===== config.mk =====
export PLATFORM = sky130hd
export DESIGN_NAME = instruction_fetch_unit_flat
export DESIGN_NICKNAME = d
export VERILOG_FILES = /design/src/rtl/instruction_fetch_unit_if.sv /design/src/rtl/instruction_fetch_unit.sv /design/src/flat_wrapper.sv
export SDC_FILE = /design/constraint.sdc
export NUM_CORES = 2
export LEC_CHECK = 0
export CAP_MARGIN = 10
export CELL_PAD_IN_SITES_DETAIL_PLACEMENT = 1
export CELL_PAD_IN_SITES_GLOBAL_PLACEMENT = 1
export CORE_ASPECT_RATIO = 1.75
export CORE_UTILIZATION = 35
export CTS_BUF_LIST = sky130_fd_sc_hd__clkbuf_4 sky130_fd_sc_hd__clkbuf_8 sky130_fd_sc_hd__clkbuf_16
export DETAILED_ROUTE_END_ITERATION = 12
export HOLD_SLACK_MARGIN = 0.06
export PLACE_DENSITY = 0.54
export SKIP_LAST_GASP = 1
export SLEW_MARGIN = 20
export SYNTH_ARGS = -nofsm -noshare
export SYNTH_HDL_FRONTEND = slang
export SYNTH_SLANG_ARGS = --single-unit

===== constraint.sdc =====
create_clock -name clk -period 5.7 [get_ports clk]
set_clock_uncertainty 0.15 [all_clocks]
set_input_delay 1.14 -clock clk [delete_from_list [all_inputs] [get_ports clk]]
set_output_delay 1.14 -clock clk [all_outputs]
set_load 0.02 [all_outputs]

===== src/rtl/instruction_fetch_unit_if.sv =====
// Bus bundle between the instruction fetch unit and its neighbours
// (debug unit / run control, hazard unit, MEM-stage branch logic, ID stage).
// The master modport drives the i_* controls. The slave modport (the fetch unit)
// drives the o_* pipeline and status outputs.
interface instruction_fetch_unit_if #(
    parameter int DATA_W = 32,
    parameter int ADDR_W = 6
);
    logic              i_start;
    logic              i_step_mode;
    logic              i_step;
    logic              i_clear;
    logic              i_PC_write;
    logic              i_branch_taken;
    logic [DATA_W-1:0] i_branch_addr;
    logic              i_imem_wr_en;
    logic [ADDR_W-1:0] i_imem_wr_addr;
    logic [DATA_W-1:0] i_imem_wr_data;
    logic [DATA_W-1:0] o_pc_plus4;
    logic [DATA_W-1:0] o_instr;
    logic              o_valid;
    logic [DATA_W-1:0] o_pc;
    logic [1:0]        o_state;
    logic              o_halted;
    logic [31:0]       o_fetch_count;

    modport master (
        output i_start, i_step_mode, i_step, i_clear, i_PC_write,
               i_branch_taken, i_branch_addr,
               i_imem_wr_en, i_imem_wr_addr, i_imem_wr_data,
        input  o_pc_plus4, o_instr, o_valid, o_pc, o_state, o_halted,
               o_fetch_count
    );

    modport slave (
        input  i_start, i_step_mode, i_step, i_clear, i_PC_write,
               i_branch_taken, i_branch_addr,
               i_imem_wr_en, i_imem_wr_addr, i_imem_wr_data,
        output o_pc_plus4, o_instr, o_valid, o_pc, o_state, o_halted,
               o_fetch_count
    );
endinterface


===== src/rtl/instruction_fetch_unit.sv =====
// IF stage of the pipelined MIPS core: PC, debug-loadable instruction RAM,
// IF/ID pipeline register and run-control FSM.
// Optional feature macro: IF_PERF_CNT_EN enables the delivered-instruction counter
// on o_fetch_count. Without it o_fetch_count is tied to zero.
//
// state  | meaning
// -------+-----------------------------------------------------------
// IDLE   | waiting for i_start; RAM writable; PC held; IF/ID = NOP
// RUN    | one fetch per cycle unless stalled or redirected
// STEP   | fetch only on an i_step pulse; bubble otherwise
// HALTED | HALT word fetched; RAM writable; i_clear returns to IDLE
module instruction_fetch_unit #(
    parameter int                 DATA_W     = 32,
    parameter int                 IMEM_DEPTH = 64,
    parameter logic [DATA_W-1:0]  HALT_INSTR = 32'hFFFF_FFFF,
    parameter int unsigned        PC_STEP    = 4
) (
    input logic                    clk,
    input logic                    rst,
    instruction_fetch_unit_if.slave bus
);
    localparam int ADDR_W = $clog2(IMEM_DEPTH);

    typedef enum logic [1:0] {
        S_IDLE   = 2'd0,
        S_RUN    = 2'd1,
        S_STEP   = 2'd2,
        S_HALTED = 2'd3
    } state_t;

    state_t            state;
    logic [DATA_W-1:0] pc;
    logic [DATA_W-1:0] ifid_pc4;
    logic [DATA_W-1:0] ifid_instr;
    logic              ifid_valid;

    logic [DATA_W-1:0] imem [IMEM_DEPTH];
    logic [ADDR_W-1:0] imem_idx;
    logic [DATA_W-1:0] fetch_word;
    logic [DATA_W-1:0] pc_inc;
    logic              fe;
    logic              imem_wr_ok;

    assign imem_idx   = pc[ADDR_W+1:2];
    assign fetch_word = imem[imem_idx];
    assign pc_inc     = pc + DATA_W'(PC_STEP);
    assign fe         = (state == S_RUN) || ((state == S_STEP) && bus.i_step);
    assign imem_wr_ok = (state == S_IDLE) || (state == S_HALTED);

    // Debug loader writes land only while fetch is stopped; RAM has no reset.
    always_ff @(posedge clk) begin
        if (bus.i_imem_wr_en && imem_wr_ok) begin
            imem[bus.i_imem_wr_addr] <= bus.i_imem_wr_data;
        end
    end

    // Run-control FSM with PC and IF/ID register; branch beats stall beats fetch.
    always_ff @(posedge clk or posedge rst) begin
        if (rst) begin
            state      <= S_IDLE;
            pc         <= '0;
            ifid_pc4   <= '0;
            ifid_instr <= '0;
            ifid_valid <= 1'b0;
        end else begin
            case (state)
                S_IDLE: begin
                    ifid_pc4   <= '0;
                    ifid_instr <= '0;
                    ifid_valid <= 1'b0;
                    if (bus.i_start) begin
                        state <= bus.i_step_mode ? S_STEP : S_RUN;
                    end
                end
                S_RUN, S_STEP: begin
                    if (bus.i_branch_taken) begin
                        pc         <= bus.i_branch_addr;
                        ifid_pc4   <= '0;
                        ifid_instr <= '0;
                        ifid_valid <= 1'b0;
                    end else if (!bus.i_PC_write) begin
                        // hazard stall: PC and IF/ID keep their contents
                    end else if (fe) begin
                        ifid_pc4   <= pc_inc;
                        ifid_instr <= fetch_word;
                        ifid_valid <= 1'b1;
                        pc         <= pc_inc;
                        // HALT itself still drains down the pipe as a valid word
                        if (fetch_word == HALT_INSTR) begin
                            state <= S_HALTED;
                        end
                    end else begin
                        // step mode without a pulse: insert a bubble, never re-issue
                        ifid_pc4   <= '0;
                        ifid_instr <= '0;
                        ifid_valid <= 1'b0;
                    end
                end
                S_HALTED: begin
                    ifid_pc4   <= '0;
                    ifid_instr <= '0;
                    ifid_valid <= 1'b0;
                    if (bus.i_clear) begin
                        state <= S_IDLE;
                        pc    <= '0;
                    end
                end
                default: begin
                    state <= S_IDLE;
                end
            endcase
        end
    end

`ifdef IF_PERF_CNT_EN
    logic        load_valid;
    logic [31:0] fetch_count;

    assign load_valid = fe && bus.i_PC_write && !bus.i_branch_taken;

    // Counts edges that load a valid word into IF/ID; cleared with the FSM on i_clear.
    always_ff @(posedge clk or posedge rst) begin
        if (rst) begin
            fetch_count <= '0;
        end else if ((state == S_HALTED) && bus.i_clear) begin
            fetch_count <= '0;
        end else if (load_valid) begin
            fetch_count <= fetch_count + 32'd1;
        end
    end

    assign bus.o_fetch_count = fetch_count;
`else
    assign bus.o_fetch_count = 32'd0;
`endif

    assign bus.o_pc_plus4 = ifid_pc4;
    assign bus.o_instr    = ifid_instr;
    assign bus.o_valid    = ifid_valid;
    assign bus.o_pc       = pc;
    assign bus.o_state    = state;
    assign bus.o_halted   = (state == S_HALTED);
endmodule


===== src/flat_wrapper.sv =====
// flat-port wrapper written by rule: the top's interface ports become plain ports
module instruction_fetch_unit_flat 
#(
    parameter int                 DATA_W     = 32,
    parameter int                 IMEM_DEPTH = 64,
    parameter logic [DATA_W-1:0]  HALT_INSTR = 32'hFFFF_FFFF,
    parameter int unsigned        PC_STEP    = 4
)
  (clk, rst, bus_i_start, bus_i_step_mode, bus_i_step, bus_i_clear, bus_i_PC_write, bus_i_branch_taken, bus_i_branch_addr, bus_i_imem_wr_en, bus_i_imem_wr_addr, bus_i_imem_wr_data, bus_o_pc_plus4, bus_o_instr, bus_o_valid, bus_o_pc, bus_o_state, bus_o_halted, bus_o_fetch_count);
  instruction_fetch_unit_if #(.DATA_W(DATA_W), .ADDR_W(6)) bus_i ();
  input logic clk;
  input logic rst;
  input wire logic [$bits(bus_i.i_start)-1:0] bus_i_start;
  input wire logic [$bits(bus_i.i_step_mode)-1:0] bus_i_step_mode;
  input wire logic [$bits(bus_i.i_step)-1:0] bus_i_step;
  input wire logic [$bits(bus_i.i_clear)-1:0] bus_i_clear;
  input wire logic [$bits(bus_i.i_PC_write)-1:0] bus_i_PC_write;
  input wire logic [$bits(bus_i.i_branch_taken)-1:0] bus_i_branch_taken;
  input wire logic [$bits(bus_i.i_branch_addr)-1:0] bus_i_branch_addr;
  input wire logic [$bits(bus_i.i_imem_wr_en)-1:0] bus_i_imem_wr_en;
  input wire logic [$bits(bus_i.i_imem_wr_addr)-1:0] bus_i_imem_wr_addr;
  input wire logic [$bits(bus_i.i_imem_wr_data)-1:0] bus_i_imem_wr_data;
  output wire logic [$bits(bus_i.o_pc_plus4)-1:0] bus_o_pc_plus4;
  output wire logic [$bits(bus_i.o_instr)-1:0] bus_o_instr;
  output wire logic [$bits(bus_i.o_valid)-1:0] bus_o_valid;
  output wire logic [$bits(bus_i.o_pc)-1:0] bus_o_pc;
  output wire logic [$bits(bus_i.o_state)-1:0] bus_o_state;
  output wire logic [$bits(bus_i.o_halted)-1:0] bus_o_halted;
  output wire logic [$bits(bus_i.o_fetch_count)-1:0] bus_o_fetch_count;
  assign bus_i.i_start = bus_i_start;
  assign bus_i.i_step_mode = bus_i_step_mode;
  assign bus_i.i_step = bus_i_step;
  assign bus_i.i_clear = bus_i_clear;
  assign bus_i.i_PC_write = bus_i_PC_write;
  assign bus_i.i_branch_taken = bus_i_branch_taken;
  assign bus_i.i_branch_addr = bus_i_branch_addr;
  assign bus_i.i_imem_wr_en = bus_i_imem_wr_en;
  assign bus_i.i_imem_wr_addr = bus_i_imem_wr_addr;
  assign bus_i.i_imem_wr_data = bus_i_imem_wr_data;
  assign bus_o_pc_plus4 = bus_i.o_pc_plus4;
  assign bus_o_instr = bus_i.o_instr;
  assign bus_o_valid = bus_i.o_valid;
  assign bus_o_pc = bus_i.o_pc;
  assign bus_o_state = bus_i.o_state;
  assign bus_o_halted = bus_i.o_halted;
  assign bus_o_fetch_count = bus_i.o_fetch_count;
  instruction_fetch_unit #(.DATA_W(DATA_W), .IMEM_DEPTH(IMEM_DEPTH), .HALT_INSTR(HALT_INSTR), .PC_STEP(PC_STEP)) u_core (.clk(clk), .rst(rst), .bus(bus_i));
endmodule

# After elaboration in Yosys (flattened, before gate mapping)
# Memory sizes are Yosys's and may differ from the RTL's.
# Index checks and enable logic that the tools add are counted.
# totals
register_bits	99
mem_bits_rw	2048
output_inout_bits	132
mem_count	1
# memory_table
memory	words	word_bits	read_ports	rd_ports_with_merged_regs	write_ports	line	text
u_core.imem	64	32	1	0	1	instruction_fetch_unit.sv:37	logic [DATA_W-1:0] imem [IMEM_DEPTH];
# classes
addsub	1
eq_ne	12
mux	27
n_reduce_logical	10
# op_table
cell	count
$mux 32	10
$pmux 32 s2	3
$add 32x3->32 const B	1
$eq 32x32->1 const B	1
$mux 2	7
$ne 2x2->1 const B	4
$pmux 2 s3	1
$reduce_and 6->1	1
$mux 1	5
$eq 2x2->1 const B	2
$ne 2x1->1 const B	2
$reduce_and 4->1	1
$reduce_or 2->1	2
$ne 3x2->1 const B	1
$ne 3x3->1 const B	1
$eq 2x1->1 const B	1
$logic_and 1x1->1	2
$logic_not 2->1	1
$logic_or 1x1->1	2
$pmux 1 s2	1
$reduce_bool 2->1	1

# Depth between registers and ports, before layout
# logic_depth
ltp_word	7
ltp_mapped	16
mapped_depth_nobuf	10

# Worst setup path after synthesis
# No wires, ideal clock.
# synth_timing
path_kind	input-to-reg
from	in bus_i_imem_wr_addr[5]
to	mem u_core.imem[32][0] (enable)
setup_ps	461
arrival_time_ps	3983
required_time_ps	5089
setup_slack_ps	1106
stages	5
n_path_buf	1
cell_sequence	clkbuf_1 nand2_1 nor4_1 nand2b_1 nor3_1
# synth_lines
element	line	text
start: declaration	flat_wrapper.sv:21	input wire logic [$bits(bus_i.i_imem_wr_addr)-1:0] bus_i_imem_wr_addr;
end: declaration	instruction_fetch_unit.sv:37	
# Straight into the memory's write port.

# Worst setup path in the final report
# layout_timing
from	reg u_core.pc[2] (netlist: u_core.bus.o_pc[2])
to	reg u_core.state[0] (netlist: u_core.bus.o_state[0])
# layout_via
elab_chain_cells	4
# layout_rtl
element	line	text
start: declaration	instruction_fetch_unit.sv:32	logic [DATA_W-1:0] pc;
start signal: assignment	instruction_fetch_unit.sv:77	pc <= bus.i_branch_addr;
start signal: assignment	instruction_fetch_unit.sv:87	pc <= pc_inc;
$mem_v2 64x32	--	
$eq 32x32->1	instruction_fetch_unit.sv:89	if (fetch_word == HALT_INSTR) begin
$ne 2x1->1 (no source line)	--	
$reduce_and 6->1 (no source line)	--	
end signal: assignment	instruction_fetch_unit.sv:72	state <= bus.i_step_mode ? S_STEP : S_RUN;
end: declaration	instruction_fetch_unit.sv:31	state_t state;
# No other way between the ends.
# A chain may end at the register's enable or synchronous reset.

==> results.py <==
metrics = {
    "sta": {
        "fin_crit_sh": 0.816,
        "min_period_ns": 4.65,
        "rsz0062_at_grt": "false",
        "max_freq_mhz": 215,
        "hold_viol_final": 0,
        "slew_violations": 0,
        "worst_slew_margin_rel": 0.311,
        "fin_ws_ns": 1.05,
        "worstMarginPinSlew_ns": 1.03,
        "finalSetupTns_ns": 0,
        "setup_viol": 0,
    },
    "yosys": {
        "seq_area_frac_synth": 0.760,
        "ys_types": 88,
        "syn_inst": 4060,
        "async_reset_ff_frac": 0.0461,
        "synth_area_sq_um": 84200,
        "ys.flop_type": "edfxtp_1",
        "synth_edf_count": 2048,
        "yosys_warnings": 0,
        "synth_seq_cells": 2147,
        "postSynthAreaPerCell_sq_um": 20.7,
    },
    "pwr": {
        "total_leakage_power_nw": 30.6,
        "power_density_nw_per_um2": 458,
        "report.power.total_w": 0.0445,
        "max-vdd-ir-drop_v": 0.000270,
    },
    "worst_setup_path": {
        "critPathSlowestCell": "dfrtp_4",
        "path_class": "register to register",
        "start_kind": "register",
        "arrival_ns": 5.29,
        "cp_max_fo": 30,
        "worstPathRequired_ns": 6.35,
        "cp_top_family": "multiplexers",
        "critPathLaunch": "u_core.bus.o_pc[2]$_DFFE_PP0P_",
        "path_cells": "buf_12, mux4_2, mux2i_1, a32o_1, a211oi_1, a32oi_1, nor4_2, buf_4, a31oi_2, mux2i_1",
        "worstSetupEndpointType": "register",
        "crit_top_cell": "mux2i_1",
        "r2r_start": "u_core.bus.o_pc[2]$_DFFE_PP0P_",
        "crit_buf_inv": 2,
        "slowest_delay_ns": 1.09,
    },
    "cts": {
        "cts_buffers": 194,
        "cts-root-buf": "clkbuf_16",
        "clockBufferDepth": 4,
        "cts_hold_buf": 0,
        "cts_repair_resize_count": 0,
        "post_cts_buffers": 0,
        "cts_sinks": 2147,
        "cts_tree": "built",
        "clkSlewWorstSetupHoldPaths_ns": 0.07,
        "h-tree-depth": 4,
        "worstSkewPairLatency_ns": 0.87,
    },
    "placement": {
        "placed_cells": 7354,
        "globalplace.congestion": 0.822,
        "pre_cts_ws_ns": 1.00,
        "dpl.hpwl_mm": 171,
        "port_buffers": 178,
    },
    "run_status": {
        "status": "complete, no violations",
    },
    "detailed_routing": {
        "routed_wl_mm": 278,
        "vias_per_cell": 5.61,
        "wl_per_cell_microns": 36.0,
        "vias": 43300,
        "postRouteAntennaNets": 0,
        "drt_iter0_drc": 4016,
        "drc": 0,
        "dr.pass1.iters": 5,
    },
    "global_route": {
        "grt-ovfl-total": 0,
        "grt_pass1_wl_mm": 382,
        "antenna_found_initial": 23,
        "grt_usage": 0.227,
        "grt_pass1_vias": 45500,
        "grt_max_degree": 90,
    },
    "hold_path": {
        "hold_start": "u_core.bus.o_pc_plus4[6]$_DFFE_PP0P_",
        "hold_class": "register to register",
    },
    "floorplanning": {
        "core_area_sq_um": 239000,
        "rows": 237,
        "die-height_microns": 651,
        "initial_core_util": 0.353,
        "ios": 211,
        "fp.dieW_microns": 373,
        "die_area_sq_um": 243000,
    },
    "layout": {
        "area_growth_pct": 15.2,
        "fin_cells": 7714,
        "fill_cells": 22600,
        "layout.nets": 4530,
        "mostFrequentLayoutCells": "2048 x edfxtp_1, 411 x mux4_2, 205 x buf_4",
        "final_common_cell": "edfxtp_1",
        "drive_gt1_frac": 0.245,
    },
    "flow_run": {
        "drv_cap": 0,
    },
}
[synth_stat cells (all sizes together) (23+ instances only)]
cell type / n / area [sq um]
mux2i: 166 / 1660
o22ai: 26 / 163
a22o: 23 / 201
buf: 194 / 1930
a221oi: 42 / 412
o21ai: 110 / 551
a22oi: 110 / 831
nand2: 176 / 663
clkbuf: 68 / 304
nor2: 147 / 552
dfrtp: 99 / 2480
mux4: 445 / 10100
edfxtp: 2048 / 61500
a21oi: 98 / 490
nand3: 35 / 175
[final cells by class]
cell class | instances | area [sq um] | share of cell area
Sequential cell | 2147 | 64000 | 0.660
Clock buffer | 238 | 5270 | 0.0544
Antenna cell | 12 | 30.0 | 0.000310
Timing Repair Buffer | 420 | 4050 | 0.0417
Clock inverter | 108 | 1100 | 0.0113
Tap cell | 3107 | 3890 | 0.0401
Multi-Input combinational cell | 1670 | 18600 | 0.192
Inverter | 12 | 51.3 | 0.000529
[cells by family after synthesis]
logic type	share of synthesized area
compound gates	0.0407
xor+xnor	0.00291
fa+ha+maj	0.000891
buf+inv	0.0271
flops	0.760
mux	0.143
other cells	0.0000445
simple gates	0.0261
[final timing paths]
check                                                   endpoint  slack, ns  depth (start not counted)
setup / recovery               u_core.bus.o_state[0]$_DFFE_PP0P_       1.05                         10
max in group asynchronous         u_core.bus.o_pc[7]$_DFFE_PP0P_       4.12                          3
min in group asynchronous  u_core.bus.o_pc_plus4[28]$_DFFE_PP0P_       0.37                          2
hold reg to reg             u_core.bus.o_pc_plus4[6]$_DFFE_PP0P_       0.33                          2
setup reg to reg               u_core.bus.o_state[0]$_DFFE_PP0P_       1.05                         10
hold / removal              u_core.bus.o_pc_plus4[6]$_DFFE_PP0P_       0.33                          2
[state kept, by name (all words and copies together), names as in the netlist]
name                   cells
u_core.imem             2048
u_core.bus.o_pc_plus4     32
u_core.bus.o_pc           32
u_core.bus.o_instr        32
u_core.bus.o_valid         1
u_core.bus.o_state         2
[per-layer routing]
layer | vias to the layer above | routed length (microns) | global-route usage
li1 | 17600 | - | -
met1 | 24000 | 106000 | 0.270
met2 | 1370 | 148000 | 0.417
met3 | 419 | 12400 | 0.0248
met4 | 10 | 11100 | 0.0879
met5 | - | 56 | 0
[power breakdown]
part | switching [W] | internal, W
registers | 0.000478 | 0.0175
logic | 0.00796 | 0.00497
clock network | 0.00593 | 0.00758
total | 0.0144 | 0.0301
[worst register-to-register path: stages, from the launching register on]
cell	delay, ns
dfrtp_4	1.09
buf_12	0.35
mux4_2	0.53
mux2i_1	0.61
a32o_1	0.35
a211oi_1	0.09
a32oi_1	0.65
nor4_2	0.10
buf_4	0.19
a31oi_2	0.26
mux2i_1	0.23
[stage by stage]
step	hold slack, ns	instance area (sq um)	utilization
floorplan	0.440	84300	-
finish	0.328	97000	0.406
global placement	0.313	90500	0.379
global route	0.345	97000	0.406
detailed placement	0.319	90500	0.379
CTS	0.322	96900	0.406
Power figures use the tool's default switching activity.
